--- config.mk ---
export PLATFORM = sky130hd
export DESIGN_NAME = cache_controller
export DESIGN_NICKNAME = d
export VERILOG_FILES = /design/src/rtl/cache_controller.sv
export SDC_FILE = /design/constraint.sdc
export NUM_CORES = 1
export LEC_CHECK = 0
export ABC_AREA = 0
export CAP_MARGIN = 10
export CORE_UTILIZATION = 35
export DETAILED_ROUTE_END_ITERATION = 12
export PLACE_DENSITY = 0.77
export SLEW_MARGIN = 20
export SYNTH_ARGS = -nofsm -noshare
export SYNTH_HDL_FRONTEND = slang
export SYNTH_SLANG_ARGS = --single-unit
--- constraint.sdc ---
create_clock -name clk -period 1.7 [get_ports clk]
set_input_delay 0.17 -clock clk [delete_from_list [all_inputs] [get_ports clk]]
set_output_delay 0.17 -clock clk [all_outputs]
set_load 0.01 [all_outputs]
--- src/rtl/cache_controller.sv ---
// Direct-mapped cache controller: sequences an external cache array (driven on the
// falling edge) and a handshaked RAM for hits, clean/dirty misses and flushes.
module cache_controller #(
  parameter int unsigned ramWidth      = 8,
  parameter int unsigned addrWidth     = 8,
  parameter int unsigned blockAddrBits = 4
) (
  input  logic                 clk,
  input  logic                 rst_n,
  input  logic                 cpuReq,
  input  logic                 cpuWe,
  input  logic [addrWidth-1:0] cpuAddr,
  input  logic [ramWidth-1:0]  cpuWData,
  output logic [ramWidth-1:0]  cpuRData,
  output logic                 cpuReady,
  input  logic                 flushReq,
  output logic                 flushDone,
  output logic [1:0]           cacheCntrl,
  output logic [addrWidth-1:0] cacheAddr,
  output logic [ramWidth-1:0]  cacheDataIn,
  input  logic [ramWidth-1:0]  cacheDataOut,
  input  logic                 cacheHit,
  input  logic                 cacheClean,
  input  logic [ramWidth-1:0]  cacheWbData,
  input  logic [addrWidth-1:0] cacheWbAddr,
  output logic                 ramReq,
  output logic                 ramWe,
  output logic [addrWidth-1:0] ramAddr,
  output logic [ramWidth-1:0]  ramWData,
  input  logic [ramWidth-1:0]  ramRData,
  input  logic                 ramAck,
  output logic [7:0]           hitCount,
  output logic [7:0]           missCount
);

  if (blockAddrBits == 0 || blockAddrBits > addrWidth) begin : g_bad_index_width
    $error("cache_controller: blockAddrBits must be in 1..addrWidth");
  end

  typedef enum logic [2:0] {
    IDLE, CHECK, WB, WB_GAP, FILL, FILLWR, ACCESS, FLUSH
  } state_t;

  typedef enum logic [1:0] {
    CMD_CLR   = 2'b00,
    CMD_CHECK = 2'b01,
    CMD_READ  = 2'b10,
    CMD_WRITE = 2'b11
  } cmd_t;

  state_t               state, state_d;
  logic [addrWidth-1:0] addr_q, addr_d;
  logic                 we_q, we_d;
  logic [ramWidth-1:0]  wdata_q, wdata_d;

  cmd_t                 cntrl_d;
  logic [addrWidth-1:0] cache_addr_d;
  logic [ramWidth-1:0]  cache_din_d;
  logic [ramWidth-1:0]  rdata_d;
  logic                 ready_d;
  logic                 flush_done_d;
  logic                 ram_req_d;
  logic                 ram_we_d;
  logic [addrWidth-1:0] ram_addr_d;
  logic [ramWidth-1:0]  ram_wdata_d;
  logic [7:0]           hit_d;
  logic [7:0]           miss_d;

  always_comb begin
    state_d      = state;
    addr_d       = addr_q;
    we_d         = we_q;
    wdata_d      = wdata_q;
    cntrl_d      = CMD_CHECK;
    cache_addr_d = cacheAddr;
    cache_din_d  = cacheDataIn;
    rdata_d      = cpuRData;
    ready_d      = 1'b0;
    flush_done_d = 1'b0;
    ram_req_d    = ramReq;
    ram_we_d     = ramWe;
    ram_addr_d   = ramAddr;
    ram_wdata_d  = ramWData;
    hit_d        = hitCount;
    miss_d       = missCount;

    unique case (state)
      IDLE: begin
        // Spend one idle cycle after any completion pulse so a still-held request is not re-taken.
        if (!cpuReady && !flushDone) begin
          if (flushReq) begin
            cntrl_d = CMD_CLR;
            state_d = FLUSH;
          end else if (cpuReq) begin
            addr_d       = cpuAddr;
            we_d         = cpuWe;
            wdata_d      = cpuWData;
            cache_addr_d = cpuAddr;
            state_d      = CHECK;
          end
        end
      end

      FLUSH: begin
        flush_done_d = 1'b1;
        hit_d        = '0;
        miss_d       = '0;
        state_d      = IDLE;
      end

      CHECK: begin
        if (cacheHit) begin
          hit_d        = (hitCount == 8'hFF) ? hitCount : hitCount + 8'd1;
          cntrl_d      = we_q ? CMD_WRITE : CMD_READ;
          cache_addr_d = addr_q;
          if (we_q) cache_din_d = wdata_q;
          state_d      = ACCESS;
        end else begin
          miss_d    = (missCount == 8'hFF) ? missCount : missCount + 8'd1;
          ram_req_d = 1'b1;
          if (cacheClean) begin
            ram_we_d   = 1'b0;
            ram_addr_d = addr_q;
            state_d    = FILL;
          end else begin
            ram_we_d    = 1'b1;
            ram_addr_d  = cacheWbAddr;
            ram_wdata_d = cacheWbData;
            state_d     = WB;
          end
        end
      end

      WB: begin
        if (ramAck) begin
          ram_req_d = 1'b0;
          state_d   = WB_GAP;
        end
      end

      WB_GAP: begin
        ram_req_d  = 1'b1;
        ram_we_d   = 1'b0;
        ram_addr_d = addr_q;
        state_d    = FILL;
      end

      FILL: begin
        if (ramAck) begin
          ram_req_d    = 1'b0;
          cntrl_d      = CMD_WRITE;
          cache_din_d  = ramRData;
          cache_addr_d = addr_q;
          state_d      = FILLWR;
        end
      end

      FILLWR: begin
        cntrl_d      = we_q ? CMD_WRITE : CMD_READ;
        cache_addr_d = addr_q;
        if (we_q) cache_din_d = wdata_q;
        state_d      = ACCESS;
      end

      ACCESS: begin
        if (!we_q) rdata_d = cacheDataOut;
        ready_d = 1'b1;
        state_d = IDLE;
      end

      default: state_d = IDLE;
    endcase
  end

  always_ff @(posedge clk or negedge rst_n) begin
    if (!rst_n) begin
      state       <= IDLE;
      addr_q      <= '0;
      we_q        <= 1'b0;
      wdata_q     <= '0;
      cacheCntrl  <= CMD_CLR;
      cacheAddr   <= '0;
      cacheDataIn <= '0;
      cpuRData    <= '0;
      cpuReady    <= 1'b0;
      flushDone   <= 1'b0;
      ramReq      <= 1'b0;
      ramWe       <= 1'b0;
      ramAddr     <= '0;
      ramWData    <= '0;
      hitCount    <= '0;
      missCount   <= '0;
    end else begin
      state       <= state_d;
      addr_q      <= addr_d;
      we_q        <= we_d;
      wdata_q     <= wdata_d;
      cacheCntrl  <= cntrl_d;
      cacheAddr   <= cache_addr_d;
      cacheDataIn <= cache_din_d;
      cpuRData    <= rdata_d;
      cpuReady    <= ready_d;
      flushDone   <= flush_done_d;
      ramReq      <= ram_req_d;
      ramWe       <= ram_we_d;
      ramAddr     <= ram_addr_d;
      ramWData    <= ram_wdata_d;
      hitCount    <= hit_d;
      missCount   <= miss_d;
    end
  end

endmodule
==> flow_summary.json, run 1 <==
{
  "cts.sinks": 82,
  "fp-row-count": 37,
  "place.gp.congestion": 0.8350,
  "nets": 537,
  "synth_edf_count": 0,
  "synthArstFlopShare_pct": 100.0,
  "relSlewSlack_pct": 78.72,
  "clk-insertion-delay-late_ns": 0.35,
  "numCtsBuffers": 9,
  "synth_cell_types": 45,
  "finalHoldViolations": 0,
  "status": "finished with violations",
  "fp.dieH_um": 106.2,
  "final_cell_mix": "clkdlybuf4s50_1 (116), dfrtp_1 (82), mux2_2 (48), a21oi_1 (34), buf_4 (33)",
  "required_ns": 1.93,
  "drt_drc_violations_left": 0,
  "cts_tree": "done",
  "switching_share_pct": 33.44,
  "vias": 3145,
  "n_fill_cell": 903,
  "synth_top_cell_by_area": "dfrtp_1",
  "h-tree-depth": 3,
  "grt_max_degree": 27,
  "max-cap-violations": 0,
  "via_per_inst": 5.073,
  "regToRegStartpoint": "flushDone$_DFF_PN0_",
  "violations": "negative setup slack",
  "grt_pass1_vias": 3244,
  "start_util_pct": 36.52,
  "setup_viol": 25,
  "finalClockSkew_ns": 0.01045,
  "ir_worst_vdd_uv": 820.2,
  "worstMarginPinSlew_ns": 0.3180,
  "wl_um": 9480,
  "drt_iter0_markers": 122,
  "port_buffers": 117,
  "overflow": 0,
  "drive_gt1_share_pct": 25.62,
  "fin_area_um2": 5703,
  "crit_arrival_ns": 2.00,
  "yosys_register_bits": 82,
  "die-area_um2": 11290,
  "power_frac_seq_pct": 35.8,
  "multi_input_area_um2": 1708,
  "clkPwrFrac_pct": 14.9,
  "cts-root-buf": "clkbuf_8",
  "slew_violations": 0,
  "netlist_area_um2": 3804,
  "mostFrequentLayoutCell": "clkdlybuf4s50_1",
  "ys.flop_type": "dfrtp_1",
  "dp_cells": 602,
  "syn_to_final_growth_pct": 49.93,
  "fmax_mhz": 563.6,
  "start_kind": "register",
  "grt_pass1_wl_um": 15120,
  "syn_area_per_cell_um2": 11.67,
  "power.leakage_nw": 2.462,
  "hold_class": "input pin to asynchronous set/reset pin",
  "rsz0062_at_grt": "true",
  "syn_nets": 384,
  "cp-startpoint": "flushDone$_DFF_PN0_",
  "p_int_mw": 6.165,
  "antenna_cells": 0,
  "hold_ws_ns": 0.2437,
  "regArea_um2": 2052,
  "finalCritPeriodShare_pct": 104.4,
  "synth.yosys.warnings": 0,
  "track_usage_pct": 17.07,
  "antenna_found_initial": 0,
  "synth_cells": 326,
  "first_pass_iters": 4,
  "min_period_ns": 1.774,
  "p_comb_share_pct": 49.3,
  "clockBufferDepth": 2,
  "postLayoutSetupSlackWorst_ns": -0.07433,
  "pin_count": 118,
  "worst-setup-path-type": "register to register",
  "post_drt_wl_per_cell_um": 15.29,
  "worstSetupEndpointType": "register",
  "die_width_um": 106.2,
  "cts.clk_slew.worst_paths_ns": 0.09,
  "post-dp-hpwl_um": 7086,
  "synth_top_cell_area_share_pct": 53.95,
  "cp_max_fo": 8,
  "switchingPower_mw": 3.097,
  "fin_cells": 620,
  "core_um2": 10420,
  "netlist_top_cells_area": "dfrtp_1 (54%), mux2_2 (15%), a21oi_1 (4.5%)",
  "ant_nets": 0,
  "powerDensity_nw_per_um2": 1624,
  "synth-seq-area-share_pct": 53.95,
  "post_dp_cell_area_um2": 5423
}
synthesized netlist by cell type, drive strengths merged (6+ instances only):
library cell / count
a21oi: 34
and3: 9
buf: 12
dfrtp: 82
inv: 6
mux2: 49
mux2i: 17
nand2: 15
nand3: 14
nor2: 23
nor2b: 6
o21ai: 8
per-stage QoR:
stage | TNS, ns | total power, mW | utilization, % | worst slack, ns
after floorplan | -0.4603 | 5.573 | - | -0.04960
after global placement | -9.241 | 7.731 | 52.06 | -0.3546
after detailed placement | -10.31 | 7.867 | 52.06 | -0.3836
after CTS | -1.018 | 9.284 | 54.02 | -0.1068
after global routing | -2.911 | 9.868 | 54.75 | -0.1487
final | -0.9168 | 9.262 | 54.75 | -0.07433
power by group through the flow:
| stage | sequential (mW) | combinational, mW | clock, mW |
|---|---|---|---|
| final | 3.32 | 4.56 | 1.38 |
| after global routing | 3.43 | 4.94 | 1.50 |
| after CTS | 3.32 | 4.55 | 1.41 |
| after detailed placement | 3.34 | 4.52 | 0 |
| after global placement | 3.32 | 4.41 | 0 |
| after floorplan | 3.55 | 2.02 | 0 |
state kept, by name, summed over array words and instances, names as in the netlist:
name,count
hitCount,8
state,3
wdata_q,8
cacheAddr,8
cacheDataIn,8
ramWData,8
flushDone,1
addr_q,8
ramAddr,8
cacheCntrl,2
ramReq,1
missCount,8
we_q,1
ramWe,1
cpuRData,8
cpuReady,1
kinds of logic (layout without fill, tap and decap cells):
kind of cell | Yosys count | after routing | synth area share [%]
simple gates | 85 | 85 | 11.94
mux | 66 | 66 | 18.98
flops | 82 | 82 | 53.95
compound gates | 68 | 68 | 11.51
fa+ha+maj | 2 | 2 | 0.6578
buf+inv | 23 | 181 | 2.960
cell type report:
| class | instances | area share [%] |
|---|---|---|
| Sequential cell | 82 | 35.98 |
| Multi-Input combinational cell | 221 | 29.95 |
| Timing Repair Buffer | 159 | 27.42 |
| Tap cell | 136 | 2.984 |
| Clock buffer | 11 | 2.304 |
| Clock inverter | 5 | 0.9653 |
| Inverter | 6 | 0.3949 |
per-layer routing:
metal / track usage [%] / vias up / routed length [um]
met4: 6.250 / 0 / 163
li1: - / 1488 / -
met5: 0 / - / 0
met1: 21.87 / 1530 / 4128
met3: 5.212 / 16 / 714
met2: 27.13 / 111 / 4472
timing repair:
item                                    in CTS  in global routing
gates resized for setup                      3                 16
hold endpoints to repair                    21                  0
endpoints found under the setup margin      26                 51
hold buffers                                 1                  0
gates cloned                                 0                  0
buffers inserted                             0                  1
pin swaps                                    3                  6
path summary, 6_finish.rpt:
check / end / slack [ns] / cells past startpoint
max in group asynchronous: cacheAddr[6]$_DFFE_PN0P_ / 0.89 / 3
worst min-delay path: cacheDataIn[7]$_DFFE_PN0P_ / 0.24 / 2
worst max-delay path: cacheAddr[3]$_DFFE_PN0P_ / -0.07 / 4
worst min register to register: ramWe$_DFFE_PN0P_ / 0.50 / 1
worst max register to register: cacheAddr[3]$_DFFE_PN0P_ / -0.07 / 4
min in group clk: cpuRData[1]$_DFFE_PN0P_ / 0.43 / 2
critical path, stage by stage (launching register included):
cell      delay (ns)
dfrtp_1         0.38
or4b_4          0.53
o211ai_1        0.27
nand3_4         0.18
mux2_2          0.31
No activity file was read; power rests on OpenSTA's default activity.
==> inputs of run 2 (changes only) <==
ABC_AREA = unset   (was 0)
==> results of run 2 <==
Same layout as run 1: the final DEF is identical, and so are final timing and power.
==> inputs of run 3 (changes only) <==
CTS_BUF_LIST = sky130_fd_sc_hd__clkbuf_2   (was unset)
==> flow_summary.json, run 3 (synthesis results as in run 1) <==
{
  "worstHoldPathCells": 2,
  "worst-setup-path-type": "register to register",
  "required_ns": 2.11,
  "fp-row-count": 37,
  "drt_iter0_markers": 160,
  "relSlewSlack_pct": 78.87,
  "slew_violations": 0,
  "max-cap-violations": 0,
  "cts.sinks": 82,
  "finalClockSkew_ns": 0.03228,
  "worstSetupEndpointType": "register",
  "port_buffers": 117,
  "setup_viol": 16,
  "pin_count": 118,
  "ir_worst_vdd_uv": 750.7,
  "fin_area_um2": 5887,
  "overflow": 0,
  "min_period_ns": 1.811,
  "cp-startpoint": "flushDone$_DFF_PN0_",
  "crit_chain": "or4b_4 > o211ai_1 > nand3_4 > mux2_2",
  "clockBufferDepth": 2,
  "hold_class": "input pin to register",
  "post_dp_cell_area_um2": 5423,
  "regArea_um2": 2054,
  "nets": 559,
  "finalCritPeriodShare_pct": 106.5,
  "crit_family": "simple AND/OR/NAND/NOR gates",
  "die_width_um": 106.2,
  "cts_tree": "done",
  "drt_drc_violations_left": 0,
  "ant_nets": 0,
  "multi_input_area_um2": 1709,
  "die-area_um2": 11290,
  "numCtsBuffers": 9,
  "start_kind": "register",
  "finalHoldViolations": 0,
  "via_per_inst": 5.016,
  "fin_total_pwr_mw": 8.824,
  "place.gp.congestion": 0.8350,
  "clk-insertion-delay-late_ns": 0.53,
  "postLayoutSetupSlackWorst_ns": -0.1109,
  "cp_max_fo": 8,
  "mostFrequentLayoutCell": "dfrtp_1",
  "power.leakage_nw": 3.097,
  "antenna_cells": 0,
  "cts.clk_slew.worst_paths_ns": 0.24,
  "cp_slowest_cell": "or4b_4",
  "powerDensity_nw_per_um2": 1499,
  "r2r-end": "cacheAddr[0]$_DFFE_PN0P_",
  "syn_to_final_growth_pct": 54.77,
  "h-tree-depth": 3,
  "worst-r2r-setup-slack_ns": -0.11,
  "cpPeakStageDelay_ns": 0.53,
  "finalSetupTns_ns": -1.033,
  "first_pass_iters": 4,
  "crit_arrival_ns": 2.22,
  "track_usage_pct": 17.61,
  "crit_cells": 4,
  "wl_um": 9628,
  "fmax_mhz": 552.2,
  "grt_pass1_vias": 3283,
  "n_fill_cell": 882,
  "grt_max_degree": 27,
  "drive_gt1_share_pct": 29.05,
  "worstMarginPinSlew_ns": 0.3158,
  "rsz0062_at_grt": "true",
  "start_util_pct": 36.52,
  "regToRegStartpoint": "flushDone$_DFF_PN0_",
  "post_drt_wl_per_cell_um": 15.00,
  "worstRegToRegCells": 4,
  "final_cell_mix": "dfrtp_1 (80), clkdlybuf4s50_1 (55), buf_4 (53), mux2_2 (49), dlymetal6s2s_1 (43)",
  "vias": 3220,
  "antenna_found_initial": 0,
  "violations": "negative setup slack",
  "core_um2": 10420,
  "worst-path-buf-inv": 0,
  "cts-root-buf": "clkbuf_2",
  "fp.dieH_um": 106.2,
  "status": "finished with violations",
  "grt_pass1_wl_um": 15520,
  "endpoint": "cacheAddr[0]$_DFFE_PN0P_",
  "post-dp-hpwl_um": 7086
}
[run 3: cell types whose count changed in the layout (fill, tap and decap cells not counted), moves of 2 or more]
cell             previous run  this run
dlygate4sd3_1               1         3
clkbuf_8                    9         0
dfrtp_2                     0         2
clkbuf_1                    2         0
dlymetal6s2s_1              0        43
clkdlybuf4s50_1           116        55
clkbuf_2                    0        11
dlygate4sd2_1               0        17
buf_4                      33        53
dfrtp_1                    82        80
[run 3: power breakdown]
part / internal, mW / switching [mW] / leakage [nW]
Sequential: 2.79 / 0.486 / 1.01
Clock: 0.346 / 0.671 / 0.0679
Combinational: 2.61 / 1.92 / 2.02
[run 3: routing by layer]
metal  vias up  track usage (%)  wire, um
met3        12            6.070       656
met4         0            5.060       128
met5         -                0         0
met2       105            27.83      4635
met1      1565            22.83      4208
li1       1538                -         -
[run 3: final cells by class]
| cell class | count | share of cell area [%] |
|---|---|---|
| clock buffer | 11 | 0.9352 |
| tap | 136 | 2.891 |
| sequential | 82 | 34.90 |
| inverter | 6 | 0.3826 |
| clock inverter | 5 | 0.9352 |
| timing repair buffer | 181 | 30.92 |
| multi-input combinational | 221 | 29.03 |
[run 3: worst reg2reg max path: stages (launching register included)]
cell	delay, ns
dfrtp_1	0.42
or4b_4	0.53
o211ai_1	0.27
nand3_4	0.18
mux2_2	0.31
[run 3: timing repair]
item,4_1_cts,5_1_grt
hold buffers,3,0
buffers inserted,14,7
gates resized for setup,25,57
pin swaps,5,4
hold endpoints to repair,82,0
endpoints found under the setup margin,55,97
[run 3: per-stage QoR]
step / hold WS [ns] / cells / util, % / worst slack [ns]
floorplan: -0.1256 / 326 / - / -0.04960
global placement: 0.08481 / 602 / 52.06 / -0.3546
detailed placement: 0.08710 / 602 / 52.06 / -0.3836
CTS: 0.1854 / 635 / 54.40 / -0.1342
global route: 0.1442 / 642 / 56.52 / -0.1986
finish: 0.2271 / 642 / 56.52 / -0.1109
[run 3: worst min-delay path by stage]
stage | end | start | slack, ns
floorplan | addr_q[0]$_DFFE_PN0P_ | rst_n | -0.13
global placement | ramAddr[2]$_DFFE_PN0P_ | rst_n | 0.08
detailed placement | wdata_q[5]$_DFFE_PN0P_ | rst_n | 0.09
CTS | cpuRData[3]$_DFFE_PN0P_ | cacheDataOut[3] | 0.19
global route | wdata_q[5]$_DFFE_PN0P_ | cpuWData[5] | 0.14
finish | wdata_q[5]$_DFFE_PN0P_ | cpuWData[5] | 0.23
